[config.mk]
export PLATFORM = sky130hd
export DESIGN_NAME = if_id_fetch_stage
export DESIGN_NICKNAME = d
export VERILOG_FILES = /design/src/rtl/if_id_fetch_stage.sv
export SDC_FILE = /design/constraint.sdc
export NUM_CORES = 1
export LEC_CHECK = 0
export CELL_PAD_IN_SITES_DETAIL_PLACEMENT = 0
export CELL_PAD_IN_SITES_GLOBAL_PLACEMENT = 1
export CORE_MARGIN = 2
export CORE_UTILIZATION = 54
export CTS_BUF_LIST = sky130_fd_sc_hd__clkbuf_8
export DETAILED_ROUTE_END_ITERATION = 10
export DONT_BUFFER_PORTS = 1
export GPL_TIMING_DRIVEN = 0
export PLACE_DENSITY = 0.95
export SYNTH_ARGS = -nofsm -noshare
export SYNTH_HDL_FRONTEND = slang
export SYNTH_SLANG_ARGS = --single-unit
[constraint.sdc]
create_clock -name clk -period 6 [get_ports clk]
set_clock_uncertainty 0.1 [all_clocks]
set_input_delay 0.6 -clock clk [delete_from_list [all_inputs] [get_ports clk]]
set_output_delay 0.6 -clock clk [all_outputs]
set_load 0.01 [all_outputs]
[src/rtl/if_id_fetch_stage.sv]
// Instruction-fetch stage and IF/ID pipeline register of the pipelined MIPS core.
// Owns the PC, runs the imem request/ready handshake, applies PCSrc redirects, stall and flush.
module if_id_fetch_stage #(
  parameter logic [31:0] PC_RESET = 32'h0000_0000
) (
  input  logic        clk,
  input  logic        rst,
  input  logic        stall,
  input  logic        flush,
  input  logic [1:0]  pc_src,
  input  logic [31:0] jr_addr,
  input  logic [31:0] branch_offset,
  output logic        imem_req,
  output logic [31:0] imem_addr,
  input  logic [31:0] imem_rdata,
  input  logic        imem_ready,
  output logic [31:0] id_instr,
  output logic [31:0] id_pc_plus4,
  output logic        id_valid,
  output logic [5:0]  opc,
  output logic [5:0]  func
);

  localparam int unsigned XLEN = 32;
  localparam logic [1:0] PCSRC_JR  = 2'b00;
  localparam logic [1:0] PCSRC_J   = 2'b01;
  localparam logic [1:0] PCSRC_BR  = 2'b10;
  localparam logic [1:0] PCSRC_SEQ = 2'b11;

  typedef enum logic [1:0] {IDLE, REQ, HOLD, DROP} state_t;

  state_t            state, state_d;
  logic [XLEN-1:0]   req_addr, req_addr_d;
  logic [XLEN-1:0]   pend, pend_d;
  logic [XLEN-1:0]   hold_buf, hold_buf_d;
  logic [XLEN-1:0]   id_instr_d, id_pc_plus4_d;
  logic              id_valid_d, imem_req_d;
  logic              redirect, deliver;
  logic [XLEN-1:0]   target, seq_addr, deliver_instr;

  assign redirect  = id_valid & ~stall & (pc_src != PCSRC_SEQ);
  assign seq_addr  = req_addr + XLEN'(4);
  assign imem_addr = req_addr;
  assign opc       = id_instr[31:26];
  assign func      = id_instr[5:0];

  // Redirect target for the instruction currently in IF/ID
  always_comb begin
    target = jr_addr;
    case (pc_src)
      PCSRC_JR: target = jr_addr;
      PCSRC_J:  target = {id_pc_plus4[31:28], id_instr[25:0], 2'b00};
      PCSRC_BR: target = id_pc_plus4 + (branch_offset << 2);
      default:  target = jr_addr;
    endcase
  end

  always_ff @(posedge clk or negedge rst) begin
    if (!rst) state <= IDLE;
    else      state <= state_d;
  end

  // Next-state, fetch-side registers and IF/ID update
  always_comb begin
    state_d       = state;
    req_addr_d    = req_addr;
    pend_d        = pend;
    hold_buf_d    = hold_buf;
    deliver       = 1'b0;
    deliver_instr = imem_rdata;
    id_instr_d    = id_instr;
    id_pc_plus4_d = id_pc_plus4;
    id_valid_d    = id_valid;

    case (state)
      IDLE: state_d = REQ;
      REQ: begin
        if (redirect) begin
          if (imem_ready) begin
            req_addr_d = target;
          end else begin
            pend_d  = target;
            state_d = DROP;
          end
        end else if (imem_ready) begin
          if (stall) begin
            hold_buf_d = imem_rdata;
            state_d    = HOLD;
          end else begin
            deliver    = 1'b1;
            req_addr_d = seq_addr;
          end
        end
      end
      HOLD: begin
        if (redirect) begin
          req_addr_d = target;
          state_d    = REQ;
        end else if (!stall) begin
          deliver       = 1'b1;
          deliver_instr = hold_buf;
          req_addr_d    = seq_addr;
          state_d       = REQ;
        end
      end
      DROP: begin
        // The wrong-path word still has to retire before the pending target goes out
        if (imem_ready) begin
          req_addr_d = pend;
          state_d    = REQ;
        end
      end
      default: state_d = IDLE;
    endcase

    imem_req_d = (state_d == REQ) || (state_d == DROP);

    if (flush || redirect) begin
      id_instr_d = '0;
      id_valid_d = 1'b0;
    end else if (!stall) begin
      if (deliver) begin
        id_instr_d    = deliver_instr;
        id_pc_plus4_d = seq_addr;
        id_valid_d    = 1'b1;
      end else begin
        id_instr_d = '0;
        id_valid_d = 1'b0;
      end
    end
  end

  always_ff @(posedge clk or negedge rst) begin
    if (!rst) begin
      req_addr    <= PC_RESET;
      pend        <= PC_RESET;
      hold_buf    <= '0;
      imem_req    <= 1'b0;
      id_instr    <= '0;
      id_pc_plus4 <= '0;
      id_valid    <= 1'b0;
    end else begin
      req_addr    <= req_addr_d;
      pend        <= pend_d;
      hold_buf    <= hold_buf_d;
      imem_req    <= imem_req_d;
      id_instr    <= id_instr_d;
      id_pc_plus4 <= id_pc_plus4_d;
      id_valid    <= id_valid_d;
    end
  end

endmodule

---- Word-level counts from Yosys, hierarchy flattened ----
Cells that the tools add are included.
storage, ports and cells
  register bits ........................... 164
  bits of input ports ..................... 103
  logic and storage cells ................. 64
cells by class
  add/sub/neg operators ................... 2
  eq/ne operators ......................... 11
  multiplexer cells ....................... 29
  bitwise logic cells ..................... 6
  reduce and logical (&&, ||, !) cells .... 8
operators with widths
  kind                   number
  $mux 32                11
  $pmux 32 s3            1
  $pmux 32 s2            1
  $add 32x3->32 const B  1
  $add 32x32->32         1
  $mux 2                 7
  $reduce_and 3->1       3
  $eq 2x2->1 const B     4
  $pmux 2 s4             1
  $mux 1                 7
  $eq 2x1->1 const B     3
  $ne 2x2->1 const B     3
  $not 1->1              4
  $reduce_and 4->1       1
  $reduce_bool 3->1      1
  $and 1x1->1            2
  $logic_not 2->1        1
  $logic_or 1x1->1       2
  $ne 2x1->1 const B     1
  $pmux 1 s2             1

---- Depth between registers and ports, before layout ----
  depth after elaboration ................. 8
  mapped depth ............................ 11

---- Least setup slack after synthesis ----
Ideal clock, no wire load.
  path kind ............................... input -> register
  start ................................... input port branch_offset[0]
  end ..................................... register req_addr[18], in the netlist imem_addr[18]
  arrival time ............................ 2.619 ns
  slack ................................... 3.133 ns
  stages .................................. 11
  path buffers ............................ 0
  path through ............................ ha_1 inv_1 fa_1 nor2b_1 o2111ai_1 a21oi_1 a211oi_2 or2_4 xnor2_1 a222oi_1 a221oi_1
on the way
  longest elaborated chain between the ends .. 5
RTL lines
  element                 line  text
  start: declaration      12    input logic [31:0] branch_offset,
  $add 32x32->32 (*)      53    PCSRC_BR: target = id_pc_plus4 + (branch_offset << 2);
  $pmux 32 s2 (*)         50    case (pc_src)
  $mux 32                 79    if (imem_ready) begin
  $mux 32                 78    if (redirect) begin
  $pmux 32 s3 (*)         75    case (state)
  end signal: assignment  143   req_addr <= req_addr_d;
  end: declaration        33    logic [XLEN-1:0] req_addr, req_addr_d;
Every way passes the cells marked *; elsewhere a longest branch is shown, timed or not. The select of a mux whose other input is x is not followed.
A chain may end at the register's enable or synchronous reset.

---- Worst setup path in the final report ----
  start ................................... register state[0]
  end ..................................... register id_pc_plus4[16]
on the way
  longest elaborated chain between the ends .. 3
RTL lines
  element                                   line  text
  start: declaration                        32    state_t state, state_d;
  start signal: assignment                  60    else state <= state_d;
  $eq 2x2->1 or $eq 2x1->1 (tied branches)  75
  $pmux 1 s2 (*)                            75
  $reduce_and 3->1 (no line) (*)            --
  end signal: assignment                    148   id_pc_plus4 <= id_pc_plus4_d;
  end: declaration                          18    output logic [31:0] id_pc_plus4,
Every way passes the cells marked *; elsewhere a longest branch is shown, timed or not.

==> results.md <==
- Slew at the pin with the worst max-slew slack: 1.28 ns
- Mapped cell area: 10,000 µm²
- Die height: 140 µm
- CP max stage delay: 0.98 ns
- CP max-delay cell: nor4_1
- Via density: 6.64
- Status: finished, violations left
- Achievable frequency: 286 MHz
- Pins Over Slew Limit: 0
- Core Area: 18,100 µm²
- Final setup vio count: 0
- Max_cap viols: 0
- Post-route insts no fill: 1,390
- Hold Slack: -0.0912 ns
- Global route overflow: 0
- Total GRT Usage: 35.7%
- Num rows: 49
- Ys flop type: dfrtp_1
- Post-route ant nets: 0
- Worst-path clk slew: 0.10 ns
- Post-synth EDFFs: 0
- Syn avg cell area: 8.90 µm²
- CP Capture Type: flop
- Synthesized Nets: 1,269
- Worst Setup Start Kind: flop
- Violated checks: hold timing
- Cell with the most instances after synthesis: nand2_1
- TritonCTS clock tree: done
- Post-DP HPWL: 26,800 µm
- Vias in the first global route: 8,829
- Routed wire length: 35,100 µm
- Period utilization: 58.2%
- Pre-antenna DRT Iters: 6
- Critical path fanouts, max: 10
- Synthesized flop and latch total: 163
- Syn Inst Count: 1,128
- Cell taking the most area after synthesis: dfrtp_1
- Final setup TNS: 0 ns
- Num CTS Buffers: 17
- Crit Path Class: reg2reg
- Nets@finish: 1,289
- Port Buf Inserts: 0
- Root Buffer: clkbuf_8
- CP cell instances: ha_1 > clkbuf_1 > a21oi_1 > nor4_1 > clkbuf_1 > nand2_1 > nand2_1
- Static leakage: 4.85 nW
- RSZ-0062 raised after global routing: false
- H-tree depth: 4
- Initial antenna violation count: 0
- Routed WL per cell: 25.3 µm
- Min Tclk post-route: 3.49 ns
- Final hold vios: 18
- # clock sinks: 163
- Antenna cells: 0
- Top post-synthesis cells by area: dfrtp_1 (41%), nand2_1 (7.6%), o21ai_0 (5.5%)
- First-pass GRT wire length: 52,700 µm
- Slew margin rel.: 13.6%
- Async S/R FF share, synth: 100%
- Power Density: 455 nW/µm²
- Critical Path Start: state[0]$_DFF_PN0_
- DP Cell Count: 1,357
- Buf+Inv Stages, Crit Path: 2
- Area growth syn-to-layout: 7.03%
- Worst min path class: in2async
- Layout cells sized above 1: 10.6%
- Data required, critical path: 6.32 ns
- Number of I/O pins: 213
- Vias: 9,232
- Post-synth cell types: 76
- Worst skew pair latency: 0.48 ns
- Die W: 140 µm
- Peak VDD IR: 0.000201 V
- Sequential cell area fraction in the yosys report: 40.6%
- Routability Congestion: 0.988
- Drt initial violations: 1,047
- Post-synth top area share: 40.6%
- Yosys warning count: 0
- Initial Util: 55.5%
- CP top delay family: simple AND/OR/NAND/NOR gates
- R2R Path Start: state[0]$_DFF_PN0_
- Arrival time worst endpoint: 3.81 ns
- Total power: 4.89 mW
- Die Area: 19,700 µm²
- DRC: 0
- Largest net degree at the start of global routing: 164
- Synth cell count leaders: nand2_1 (204), dfrtp_1 (163), o21ai_0 (110), a21oi_1 (63), nor2_1 (52)
- Clock Path Buffers: 2
## cell type report
class                   count  area, µm²
fillers                  1597       7340
multi-input cells         865       5500
flip-flops and latches    163       4080
plain buffers              80        384
well taps                 229        287
clock buffers              17        234
clock inverters            15        158
inverters                  20       75.1
repair buffers              1       27.5
## logic make-up after synthesis
group	after synthesis	synth area share (%)
AND/OR/NAND/NOR	375	17.0
AO/OA/AOI/OAI	328	20.8
flip-flops	163	40.6
buffers and inverters	100	4.57
multiplexers	75	7.91
XOR/XNOR	49	4.28
adder cells (fa/ha/maj)	38	4.81
## layer usage
| layer | routed length [µm] | GRT usage, % |
|---|---|---|
| met1 | 13500 | 46.1 |
| met2 | 15800 | 55.4 |
| met3 | 4230 | 11.1 |
| met4 | 1550 | 16.2 |
| met5 | 0 | 0 |
## final timing paths
kind                                               endpoint  slack, ns  cells after the start
worst max-delay path            id_pc_plus4[16]$_DFFE_PN0P_       2.51                      7
worst min-delay path            id_pc_plus4[21]$_DFFE_PN0P_      -0.09                      1
worst max register to register  id_pc_plus4[16]$_DFFE_PN0P_       2.51                      7
worst min register to register          pend[8]$_DFFE_PN0P_       0.38                      2
max in group asynchronous          id_instr[17]$_DFFE_PN0P_       5.05                      1
min in group clk                   hold_buf[30]$_DFFE_PN0P_       0.15                      1
## metrics by stage
stage / hold slack [ns] / util, % / instance area, µm² / setup slack (ns)
after floorplan: 0.204 / - / 10000 / 3.13
after global placement: 0.211 / 57.1 / 10300 / 2.57
after detailed placement: 0.210 / 57.1 / 10300 / 2.57
after CTS: 0.0818 / 59.4 / 10700 / 2.61
after global routing: 0.111 / 59.4 / 10700 / 2.43
final: -0.0912 / 59.4 / 10700 / 2.51
## sequential cells by signal, summed over array words and instances, names as in the netlist
register and count:
hold_buf 32, id_instr 32, id_pc_plus4 32, imem_addr 32
pend 32, state 2, id_valid 1
## cell usage in the layout, fill, tap and decap left out, types with 12 or more instances in the layout
cell	netlist	final
clkbuf_1	47	47
buf_2	16	16
dfrtp_1	163	163
a221oi_1	16	16
mux2i_1	40	40
o21ai_1	18	18
xor2_1	21	21
o22ai_1	12	12
nand3_1	33	33
nand2_1	204	204
a21oi_1	63	63
clkbuf_8	0	17
ha_1	37	37
mux2_2	35	35
and3_1	21	21
o21ai_0	110	110
o31ai_1	13	13
nor2_1	52	52
inv_1	19	19
xnor2_1	28	28
buf_4	15	15
## report_power, final
group          internal, mW  switching (mW)
clock                 0.312           0.500
sequential             1.49           0.522
combinational         0.813            1.25
total                  2.61            2.27
## timing repair
| item | in CTS | in global routing |
|---|---|---|
| resized for setup | 0 | 0 |
| setup buffers | 0 | 0 |
| hold buffers | 1 | 0 |
| hold endpoints to repair | 163 | 0 |
(Power assumes the default switching activity.)
